===== src/rtl/booth_pkg.sv =====
// Shared state encoding and default sizing for the Booth multiplier scheduler.
package booth_pkg;

    localparam int W_DEF       = 8;
    localparam int TIMEOUT_DEF = 31;

    typedef enum logic [1:0] {
        ST_IDLE,
        ST_START,
        ST_WAIT,
        ST_RESP
    } booth_state_e;

    function automatic int idx_w(input int n);
        return (n > 1) ? $clog2(n) : 1;
    endfunction

endpackage


===== src/rtl/booth_rr_pick.sv =====
// Combinational round-robin selector: first set request at or above the pointer, wrapping.
module booth_rr_pick
    import booth_pkg::*;
#(
    parameter int N_REQ = 4,
    parameter int IW    = idx_w(N_REQ)
) (
    input  logic [N_REQ-1:0] i_req,
    input  logic [IW-1:0]    i_ptr,
    output logic [N_REQ-1:0] o_onehot,
    output logic [IW-1:0]    o_idx,
    output logic             o_any
);

    always_comb begin : pick
        int unsigned j;
        o_onehot = '0;
        o_idx    = '0;
        o_any    = 1'b0;
        j        = 0;
        for (int unsigned k = 0; k < N_REQ; k++) begin
            j = (32'(i_ptr) + k) % N_REQ;
            if (!o_any && i_req[j]) begin
                o_onehot[j] = 1'b1;
                o_idx       = IW'(j);
                o_any       = 1'b1;
            end
        end
    end

endmodule


===== src/rtl/booth_mul_scheduler.sv =====
// Arbitrates N_REQ requesters onto one Booth multiplier core, one job in flight,
// with a WAIT-state timeout and a registered valid/ready response port.
module booth_mul_scheduler
    import booth_pkg::*;
#(
    parameter int N_REQ   = 4,
    parameter int W       = W_DEF,
    parameter int TIMEOUT = TIMEOUT_DEF
) (
    input  logic                     clk,
    input  logic                     rst_b,
    input  logic [N_REQ-1:0]         req,
    input  logic [N_REQ*W-1:0]       req_x,
    input  logic [N_REQ*W-1:0]       req_y,
    output logic [N_REQ-1:0]         gnt,
    output logic                     mul_bgn,
    output logic [W-1:0]             mul_x,
    output logic [W-1:0]             mul_y,
    input  logic                     mul_done,
    input  logic [2*W-1:0]           mul_p,
    output logic                     rsp_valid,
    input  logic                     rsp_ready,
    output logic [idx_w(N_REQ)-1:0]  rsp_id,
    output logic [2*W-1:0]           rsp_p,
    output logic                     rsp_err,
    output logic                     busy
);

    localparam int IW = idx_w(N_REQ);
    localparam int TW = idx_w(TIMEOUT + 1);

    booth_state_e       r_state, w_state_nxt;
    logic [IW-1:0]      r_ptr, r_id, w_idx;
    logic [TW-1:0]      r_timer;
    logic [N_REQ-1:0]   w_onehot;
    logic               w_any, w_timeout;
    logic [W-1:0]       w_sel_x, w_sel_y;

    booth_rr_pick #(.N_REQ(N_REQ), .IW(IW)) u_pick (
        .i_req    (req),
        .i_ptr    (r_ptr),
        .o_onehot (w_onehot),
        .o_idx    (w_idx),
        .o_any    (w_any)
    );

    assign w_sel_x   = req_x[32'(w_idx)*W +: W];
    assign w_sel_y   = req_y[32'(w_idx)*W +: W];
    assign w_timeout = (r_timer == TW'(TIMEOUT));
    assign busy      = (r_state != ST_IDLE);

    always_ff @(posedge clk or negedge rst_b) begin
        if (!rst_b) r_state <= ST_IDLE;
        else        r_state <= w_state_nxt;
    end

    always_comb begin
        w_state_nxt = r_state;
        case (r_state)
            ST_IDLE:  if (w_any) w_state_nxt = ST_START;
            ST_START: w_state_nxt = ST_WAIT;
            ST_WAIT:  if (mul_done || w_timeout) w_state_nxt = ST_RESP;
            ST_RESP:  if (rsp_ready) w_state_nxt = ST_IDLE;
            default:  w_state_nxt = ST_IDLE;
        endcase
    end

    // Timer is zeroed on acceptance and counts through START, so its value in
    // WAIT equals cycles elapsed since mul_bgn; timeout lands TIMEOUT+1 after it.
    always_ff @(posedge clk or negedge rst_b) begin
        if (!rst_b) begin
            r_ptr     <= '0;
            r_id      <= '0;
            r_timer   <= '0;
            gnt       <= '0;
            mul_bgn   <= 1'b0;
            mul_x     <= '0;
            mul_y     <= '0;
            rsp_valid <= 1'b0;
            rsp_id    <= '0;
            rsp_p     <= '0;
            rsp_err   <= 1'b0;
        end else begin
            gnt     <= '0;
            mul_bgn <= 1'b0;
            case (r_state)
                ST_IDLE: begin
                    if (w_any) begin
                        mul_x   <= w_sel_x;
                        mul_y   <= w_sel_y;
                        r_id    <= w_idx;
                        gnt     <= w_onehot;
                        mul_bgn <= 1'b1;
                        r_timer <= '0;
                        r_ptr   <= (32'(w_idx) == N_REQ - 1) ? '0 : w_idx + IW'(1);
                    end
                end
                ST_START: r_timer <= r_timer + TW'(1);
                ST_WAIT: begin
                    if (mul_done) begin
                        rsp_valid <= 1'b1;
                        rsp_id    <= r_id;
                        rsp_p     <= mul_p;
                        rsp_err   <= 1'b0;
                    end else if (w_timeout) begin
                        rsp_valid <= 1'b1;
                        rsp_id    <= r_id;
                        rsp_p     <= '0;
                        rsp_err   <= 1'b1;
                    end else begin
                        r_timer <= r_timer + TW'(1);
                    end
                end
                ST_RESP: if (rsp_ready) rsp_valid <= 1'b0;
                default: ;
            endcase
        end
    end

endmodule


===== config.mk =====
export PLATFORM = sky130hd
export DESIGN_NAME = booth_mul_scheduler
export DESIGN_NICKNAME = d
export VERILOG_FILES = /design/src/rtl/booth_pkg.sv /design/src/rtl/booth_rr_pick.sv /design/src/rtl/booth_mul_scheduler.sv
export SDC_FILE = /design/constraint.sdc
export NUM_CORES = 1
export LEC_CHECK = 0
export BUFFER_PORTS_ARGS = -buffer_cell sky130_fd_sc_hd__clkbuf_2
export CORE_MARGIN = 2
export CORE_UTILIZATION = 35
export DETAILED_ROUTE_END_ITERATION = 10
export PLACE_DENSITY = 0.65
export SLEW_MARGIN = 20
export SYNTH_ARGS = -nofsm -noshare
export SYNTH_HDL_FRONTEND = slang
export SYNTH_SLANG_ARGS = --single-unit

===== constraint.sdc =====
create_clock -name clk -period 3.2 [get_ports clk]
set_clock_uncertainty 0.15 [all_clocks]
set_input_delay 0 -clock clk [delete_from_list [all_inputs] [get_ports clk]]
set_output_delay 0 -clock clk [all_outputs]
set_load 0.005 [all_outputs]

==> results of run 1 <==
[cells in the mapped netlist, types with 2 or more instances]
cell type	count	area, sq um
mux2_2	2	22.5
buf_6	3	33.8
a221oi_1	5	43.8
ha_1	13	163
a21o_1	2	15.0
mux2i_1	20	200
nor2_1	30	113
o21a_1	2	15.0
dfrtp_1	52	1300
nand3_1	2	10.0
a211oi_1	50	375
a21oi_1	3	15.0
clkbuf_1	7	26.3
xnor2_1	3	26.3
inv_1	24	90.1
o21ai_0	8	40.0
mux4_2	3	67.6
o21ai_1	2	10.0
a22oi_1	4	30.0
buf_2	8	40.0
buf_4	3	22.5
nor3_1	3	15.0
nand2_1	21	78.8
nor2b_1	6	37.5
a22o_1	17	149
[worst max-delay path, cell delays in order, from the launching register on]
cell and delay [ns]:
dfrtp_1 0.36, inv_1 0.09, ha_1 0.45, mux4_2 0.45
o21ba_4 0.41, a21o_1 0.17, buf_4 0.31, mux2i_1 0.13
a211oi_1 0.27
[state kept, by name, summed over array words and instances, names as in the netlist, 2 cells and up]
register	count
rsp_id	2
r_timer	5
gnt	4
r_ptr	2
mul_y	8
rsp_p	16
r_id	2
r_state	2
mul_x	8
[final timing paths]
check,start,to,slack [ns],depth (start not counted)
worst max-delay path,r_ptr[1],mul_x[3],0.30,8
worst min-delay path,req_y[3],mul_y[3],0.04,5
worst max register to register,r_ptr[1],mul_x[3],0.30,8
worst min register to register,r_id[0],rsp_id[0],0.34,2
max in group asynchronous,rst_b,rsp_p[2],1.96,3
min in group asynchronous,rst_b,rsp_p[13],0.12,2
[layout by cell type (no fill, tap or decap), types with 2 or more instances in the layout]
| cell type | Yosys | routed |
|---|---|---|
| a22o_1 | 17 | 17 |
| ha_1 | 13 | 13 |
| o21ai_0 | 8 | 8 |
| clkbuf_8 | 0 | 5 |
| mux4_2 | 3 | 3 |
| dfrtp_1 | 52 | 52 |
| o21ai_1 | 2 | 2 |
| mux2i_1 | 20 | 20 |
| nand2_1 | 21 | 21 |
| buf_4 | 3 | 10 |
| clkbuf_2 | 0 | 129 |
| a21o_1 | 2 | 2 |
| a211oi_1 | 50 | 50 |
| a221oi_1 | 5 | 5 |
| nor2_1 | 30 | 29 |
| xnor2_1 | 3 | 3 |
| inv_1 | 24 | 24 |
| dlygate4sd3_1 | 0 | 83 |
| nor3_1 | 3 | 3 |
| a21oi_1 | 3 | 3 |
| a22oi_1 | 4 | 4 |
| o21a_1 | 2 | 2 |
| nor2b_1 | 6 | 6 |
| nand3_1 | 2 | 2 |
| mux2_2 | 2 | 2 |
[logic make-up (layout without fill, tap and decap cells)]
| group | Yosys count | in the layout | synth area share (%) |
|---|---|---|---|
| AND/OR/NAND/NOR | 71 | 71 | 10.5 |
| flip-flops | 52 | 52 | 41.7 |
| multiplexers | 25 | 25 | 9.31 |
| adder cells (fa/ha/maj) | 13 | 13 | 5.22 |
| XOR/XNOR | 3 | 3 | 0.843 |
| buffers and inverters | 47 | 254 | 7.58 |
| AO/OA/AOI/OAI | 102 | 102 | 24.8 |
[cell type report]
type / instances / area [sq um] / area share (%)
repair buffers: 222 / 1550 / 32.6
multi-input cells: 214 / 1580 / 33.3
well taps: 108 / 135 / 2.84
clock buffers: 5 / 68.8 / 1.45
clock inverters: 3 / 27.5 / 0.579
inverters: 24 / 90.1 / 1.89
flip-flops and latches: 52 / 1300 / 27.4
[power by group]
group          switching, mW  internal, mW  total (mW)
Combinational           1.45          1.16        2.61
Clock                  0.245         0.161       0.406
Sequential             0.167         0.962        1.13
[layer usage]
layer	track usage [%]	routed length, microns	vias to the layer above
met5	0	0	-
met4	9.59	425	0
met3	4.22	556	39
met2	35.3	4910	155
met1	24.0	4020	1495
li1	-	-	1557
[metrics by stage]
step,hold WS [ns],cell area [sq um],instances
2_1_floorplan,-0.446,3120,313
3_3_place_gp,-0.0623,3830,537
3_5_place_dp,-0.0528,3830,537
4_1_cts,0.00801,4750,628
5_1_grt,0.0381,4760,628
6_report,0.0373,4760,628
==> results_dict.tcl, run 1 <==
set metrics [dict create \
    status "finished clean" \
    relSlewSlack_pct 49.6 \
    maxCapViolations 0 \
    fill_cells 729 \
    p_total_mw 4.14 \
    avgRoutedWirePerCell_microns 15.8 \
    dr.pass1.iters 4 \
    seq_area_frac_synth_pct 41.7 \
    htree_levels 2 \
    path_class "flop to flop" \
    drv_slew 0 \
    ys_types 45 \
    grt_max_degree 30 \
    cp.required_ns 3.27 \
    postCtsSetupBuffers 0 \
    grt_pass1_wl_mm 16.1 \
    cts.sinks 52 \
    synthArstFlopShare_pct 100 \
    crit_path_end_kind "flop" \
    drc 0 \
    cp-start-kind "flop" \
    worstMarginPinSlew_ns 0.756 \
    hold_path_class "primary input to flop" \
    leakage_nw 2.32 \
    die-area_sq_mm 0.00968 \
    layout-drive-gt1-share_pct 30.4 \
    synthFlopType "dfrtp_1" \
    rsz0062_at_grt "false" \
    synth-edff-count 0 \
    fin_crit_ns 2.90 \
    area_growth_syn_to_layout_pct 52.6 \
    num_antenna_cells 0 \
    initial_core_util_pct 35.9 \
    fin_util_pct 54.8 \
    post_cts_resized 0 \
    avgSynthCellArea_sq_um 9.96 \
    io_pins 130 \
    fin_crit_sh_pct 90.6 \
    cts_root_buf "clkbuf_8" \
    core_sq_mm 0.00868 \
    ys_seq_elements 52 \
    overflow 0 \
    numCtsBuffers 5 \
    synthCells 313 \
    cp_max_fo 24 \
    syn_nets 414 \
    place.gp.congestion 0.783 \
    antenna_found_initial 0 \
    die_x_microns 98.4 \
    track_usage_pct 20.3 \
    portBuffers 129 \
    clkSlewWorstSetupHoldPaths_ns 0.11 \
    grt_pass1_vias 3399 \
    drtIter0Drc 100 \
    crit_arrival_ns 2.97 \
    worst_slack_ns 0.300 \
    max_freq_ghz 0.345 \
    finalSetupViolCount 0 \
    ir_drop_mv 0.400 \
    tritoncts "built" \
    routed-via-count 3246 \
    finalHoldViolations 0 \
    post_drt_via_cell_ratio 5.17 \
    ant_nets 0 \
    fin_nets 620 \
    fp.dieH_microns 98.4 \
    syn_area_sq_mm 0.00312 \
    place_ws_ns 0.0423 \
    synth_warnings 0 \
    row_count 34 \
    p_per_area_mw_per_mm2 871 \
    dp_hpwl_mm 6.15 \
    ctsHoldBuffers 83 \
    clk_latency_ns 0.31 \
    tns_ns 0 \
    clock_path_buffers 2 \
    wl_mm 9.92 \
]
No activity file was read; power rests on OpenSTA's default activity.
==> inputs of run 2 (changes only) <==
--- a/config.mk
+++ b/config.mk
@@ -7,10 +7,11 @@
 export LEC_CHECK = 0
 export BUFFER_PORTS_ARGS = -buffer_cell sky130_fd_sc_hd__clkbuf_2
 export CORE_MARGIN = 2
-export CORE_UTILIZATION = 35
+export CORE_UTILIZATION = 47
 export DETAILED_ROUTE_END_ITERATION = 10
-export PLACE_DENSITY = 0.65
+export PLACE_DENSITY = 0.84
 export SLEW_MARGIN = 20
 export SYNTH_ARGS = -nofsm -noshare
 export SYNTH_HDL_FRONTEND = slang
+export SYNTH_HIERARCHICAL = 1
 export SYNTH_SLANG_ARGS = --single-unit
==> constraint.sdc (replaced) <==
create_clock -name clk -period 3.2 [get_ports clk]
set_clock_uncertainty 0.15 [all_clocks]
set_input_delay 0.32 -clock clk [delete_from_list [all_inputs] [get_ports clk]]
set_output_delay 0.32 -clock clk [all_outputs]
set_load 0.005 [all_outputs]
==> results_dict.tcl, run 2 <==
set metrics [dict create \
    numCtsBuffers 5 \
    grt_pass1_vias 2306 \
    ir_drop_mv 0.684 \
    multi_input_area_sq_mm 0.00149 \
    core_sq_mm 0.00596 \
    row_count 28 \
    final_cell_mix "clkbuf_2, dfrtp_1, mux2_2, mux4_2, a22o_1" \
    largest_register_ffs 16 \
    syn_nets 319 \
    ys_seq_elements 52 \
    dp_hpwl_mm 5.30 \
    die-area_sq_mm 0.00683 \
    hold_path_class "primary input to flop" \
    grt_pass1_wl_mm 10.2 \
    drtIter0Drc 102 \
    place_ws_ns 0.00545 \
    synth_most_common_cell "dfrtp_1" \
    crit_path_end "r_ptr[1]" \
    r2r_end "r_ptr[1]" \
    clk_latency_ns 0.30 \
    synthCells 219 \
    worstReg2RegStart "r_ptr[0]" \
    initial_core_util_pct 48.8 \
    cp_max_fo 18 \
    syn_area_sq_mm 0.00291 \
    synthFlopType "dfrtp_1" \
    ys_types 38 \
    area_growth_syn_to_layout_pct 31.5 \
    regArea_sq_mm 0.00130 \
    synthArstFlopShare_pct 100 \
    placed_cell_area_sq_mm 0.00368 \
    drc 0 \
    path_class "flop to flop" \
    timing.hold.ws_ns 0.0784 \
    design_area_sq_mm 0.00382 \
    worstMarginPinSlew_ns 0.849 \
    finalHoldViolations 0 \
    synth_warnings 6 \
    fp.dieH_microns 82.7 \
    fin_crit_ns 3.10 \
    leakage_nw 1.92 \
    layout-drive-gt1-share_pct 55.1 \
    die_x_microns 82.7 \
    avgSynthCellArea_sq_um 13.3 \
    worst_slack_ns 0.105 \
    crit_path_end_kind "flop" \
    htree_levels 2 \
    drv_slew 0 \
    crit_arrival_ns 3.14 \
    biggestRegsByFlops "rsp_p: 16 flops, mul_x: 8 flops, mul_y: 8 flops" \
    post_drt_via_cell_ratio 5.53 \
    cp-start-kind "flop" \
    place.gp.congestion 0.841 \
    fin_crit_sh_pct 96.7 \
    fin_nets 453 \
    fill_cells 470 \
    yosys.area.top_type_share_pct 44.8 \
    clkSlewWorstSetupHoldPaths_ns 0.10 \
    cts.sinks 52 \
    avgRoutedWirePerCell_microns 15.8 \
    clock_path_buffers 2 \
    wl_mm 6.76 \
    overflow 0 \
    num_antenna_cells 0 \
    status "finished clean" \
    reg2reg_depth 9 \
    p_per_area_mw_per_mm2 1070 \
    antenna_found_initial 0 \
    seq_area_frac_synth_pct 44.8 \
    portBuffers 129 \
    routed-via-count 2372 \
    cts_root_buf "clkbuf_8" \
    synth-edff-count 0 \
    ys_top_cells_by_area "dfrtp_1, mux4_2, mux2_2" \
    finalSetupViolCount 0 \
    tritoncts "built" \
    io_pins 130 \
    yosys-top-cells-count "dfrtp_1, mux2_2, mux4_2" \
    dr.pass1.iters 5 \
    grt_max_degree 35 \
    netlist.top_cell.by_area "dfrtp_1" \
    crit_start "r_ptr[0]" \
    ant_nets 0 \
    max_freq_ghz 0.323 \
    layout_commonest_cell "clkbuf_2" \
    reg2reg_slack_ns 0.10 \
    top_register "rsp_p" \
    track_usage_pct 19.5 \
    relSlewSlack_pct 43.4 \
    cp.required_ns 3.25 \
    maxCapViolations 0 \
]
run 2: cell count changes after synthesis, sizes merged, moves of 5 or more:
cell    change
o31ai       +5
mux4       +17
mux2i      -18
a221oi      -5
mux2       +20
inv        -16
a211oi     -50
nand2      -10
nor2       -25
run 2: metal layers:
metal | routed length [microns] | part of all wire [%] | track usage (%) | vias up
met3 | 464 | 6.9 | 3.70 | 8
li1 | - | - | - | 1112
met1 | 2630 | 39 | 22.5 | 1156
met2 | 3560 | 53 | 36.0 | 96
met4 | 105 | 1.6 | 6.89 | 0
met5 | 0 | 0 | 0 | -
run 2: how the worst min path moves through the flow:
stage	from	to	slack, ns	cells past startpoint
final	mul_p[15]	rsp_p[15]	0.08	2
after global routing	mul_p[15]	rsp_p[15]	0.07	2
after CTS	mul_p[15]	rsp_p[15]	0.07	2
after detailed placement	rst_b	rsp_p[5]	0.32	1
after global placement	r_id[1]	rsp_id[1]	0.29	2
after floorplan	rst_b	gnt[0]	-0.13	0
run 2: worst max-delay path: stages, from the launching register on:
cell	delay (ns)
dfrtp_1	0.41
buf_12	0.16
mux4_2	0.55
buf_4	0.21
nor4b_4	0.41
nor2_1	0.09
a32o_1	0.26
buf_12	0.16
ha_1	0.32
mux2_2	0.27
run 2: final cells by class:
cell class	count	area share (%)
Sequential cell	52	34.1
Clock buffer	5	1.80
Clock inverter	3	0.655
Inverter	8	0.786
Multi-Input combinational cell	144	39.1
Tap cell	75	2.45
Timing Repair Buffer	142	21.1
run 2: cells by family (layout without fill, tap and decap cells):
logic type,count (synthesis),in the layout,synth area share (%)
adder cells (fa/ha/maj),12,12,5.16
flip-flops,52,52,44.8
AND/OR/NAND/NOR,38,38,7.70
AO/OA/AOI/OAI,50,50,12.7
buffers and inverters,23,158,4.78
multiplexers,44,44,25.0
run 2: power by group:
group	total [mW]	switching (mW)	internal (mW)	leakage, nW
registers	1.14	0.171	0.966	0.646
logic	2.58	1.12	1.46	1.23
clock network	0.392	0.232	0.160	0.0452
total	4.11	1.53	2.58	1.92
run 2: timing repair:
| item | in CTS | in global routing |
|---|---|---|
| hold buffers | 1 | 0 |
| setup endpoints to repair | 2 | 17 |
| pin swaps | 2 | 0 |
| gates resized for setup | 0 | 3 |
| buffers inserted | 1 | 0 |
| endpoints found under the hold margin | 33 | 0 |
run 2: per-stage QoR:
stage,std cells,TNS [ns],power [mW],utilization [%]
detailed placement,419,0,3.67,61.9
global placement,419,0,3.56,61.9
floorplan,219,0,2.87,-
finish,429,0,4.11,64.2
CTS,429,0,4.13,63.9
global route,429,-0.000502,4.42,64.2
==> inputs of run 3 (changes only) <==
==> constraint.sdc (replaced) <==
create_clock -name clk -period 3.3 [get_ports clk]
set_clock_uncertainty 0.15 [all_clocks]
set_input_delay 0.33 -clock clk [delete_from_list [all_inputs] [get_ports clk]]
set_output_delay 0.33 -clock clk [all_outputs]
set_load 0.005 [all_outputs]
==> results_dict.tcl, run 3 (synthesis gave the netlist of run 2 again) <==
set metrics [dict create \
    placed_cell_area_sq_mm 0.00364 \
    topRoutingLayerUsed "met4" \
    top_register "rsp_p" \
    clkSlewWorstSetupHoldPaths_ns 0.11 \
    reg2reg_depth 7 \
    die-area_sq_mm 0.00683 \
    antenna_found_initial 0 \
    core_sq_mm 0.00596 \
    numCtsBuffers 5 \
    r2r_end "mul_x[2]" \
    largest_register_ffs 16 \
    fin_crit_ns 3.13 \
    portBuffers 129 \
    layout_commonest_cell "clkbuf_2" \
    biggestRegsByFlops "rsp_p: 16 flops, mul_x: 8 flops, mul_y: 8 flops" \
    relSlewSlack_pct 53.1 \
    drt-met1-wl_mm 2.61 \
    ir_drop_mv 0.574 \
    worstMarginPinSlew_ns 0.703 \
    crit_path_end "mul_x[2]" \
    initial_core_util_pct 48.8 \
    path_class "flop to flop" \
    maxCapViolations 0 \
    num_antenna_cells 0 \
    post_drt_via_cell_ratio 5.45 \
    wl_met3_microns 469 \
    fp.dieH_microns 82.7 \
    place_ws_ns -0.0431 \
    crit_start "r_ptr[1]" \
    crit_arrival_ns 3.18 \
    drv_slew 0 \
    max_freq_ghz 0.319 \
    cts.sinks 52 \
    worst_slack_ns 0.169 \
    cp_max_fo 18 \
    status "finished clean" \
    clock_path_buffers 2 \
    fill_cells 479 \
    postCtsSetupBuffers 0 \
    dp_hpwl_mm 5.11 \
    io_pins 130 \
    p_per_area_mw_per_mm2 1010 \
    ant_nets 0 \
    layout-drive-gt1-share_pct 54.5 \
    finalHoldViolations 0 \
    final_cell_mix "clkbuf_2, dfrtp_1, mux2_2, mux4_2, a22o_1" \
    finalSetupViolCount 0 \
    grt_max_degree 31 \
    dr.pass1.iters 5 \
    cp-start-kind "flop" \
    clk_latency_ns 0.31 \
    overflow 0 \
    routed-via-count 2328 \
    design_area_sq_mm 0.00374 \
    track_usage_pct 19.5 \
    die_x_microns 82.7 \
    grt_pass1_vias 2291 \
    row_count 28 \
    htree_levels 2 \
    crit_path_end_kind "flop" \
    wl_met2_mm 3.35 \
    tritoncts "built" \
    hold_path_class "primary input to flop" \
    cts_root_buf "clkbuf_8" \
    p_total_mw 3.76 \
    worstReg2RegStart "r_ptr[1]" \
    drtIter0Drc 83 \
    fin_crit_sh_pct 94.9 \
    grt_pass1_wl_mm 10.2 \
    fin_nets 451 \
    place.gp.congestion 0.765 \
    cp.required_ns 3.35 \
    avgRoutedWirePerCell_microns 15.3 \
    wl_mm 6.53 \
    area_growth_syn_to_layout_pct 28.8 \
    fin_util_pct 62.9 \
    drc 0 \
    timing.hold.ws_ns 0.0734 \
    reg2reg_slack_ns 0.17 \
    leakage_nw 1.89 \
    rsz0062_at_grt "false" \
]
## run 3: how the worst min path moves through the flow
stage,startpoint,to,slack [ns],cells after the start
after floorplan,rst_b,gnt[0],-0.12,0
after global routing,mul_p[9],rsp_p[9],0.07,2
after CTS,mul_p[13],rsp_p[13],0.06,2
final,mul_p[13],rsp_p[13],0.07,2
after global placement,rst_b,rsp_p[5],0.26,1
after detailed placement,rst_b,rsp_p[5],0.27,1
## run 3: power by group
| group | internal (mW) | leakage (nW) | switching [mW] | total (mW) |
|---|---|---|---|---|
| logic | 1.26 | 1.20 | 1.03 | 2.28 |
| clock network | 0.155 | 0.0452 | 0.228 | 0.383 |
| registers | 0.936 | 0.647 | 0.161 | 1.10 |
## run 3: final cells by class
cell class	instances	area, sq um	share of cell area, %
sequential	52	1300	34.7
clock buffer	5	68.8	1.84
tap	75	93.8	2.51
multi-input combinational	144	1480	39.6
clock inverter	3	25.0	0.668
inverter	8	30.0	0.802
timing repair buffer	140	743	19.8
## run 3: what timing repair did
action	in CTS	in global routing
resized for setup	1	0
endpoints found under the setup margin	16	0
hold endpoints to repair	29	0
hold buffers	1	0
## run 3: critical path, cell delays in order, from the launching register on
cell and delay (ns):
dfrtp_1 0.43, inv_1 0.08, ha_1 0.34, mux4_2 0.39, o311ai_0 0.43, a32o_2 0.52, mux4_2 0.39, mux2_2 0.28
## run 3: metrics by stage
step / instances / TNS [ns]
global route: 427 / 0
global placement: 418 / 0
detailed placement: 418 / -0.353
CTS: 427 / 0
finish: 427 / 0
floorplan: 219 / 0
## run 3: metal layers
metal / global-route usage (%) / up-vias
met5: 0 / -
met4: 7.05 / 0
met3: 4.46 / 12
met2: 34.6 / 105
met1: 23.0 / 1109
li1: - / 1102
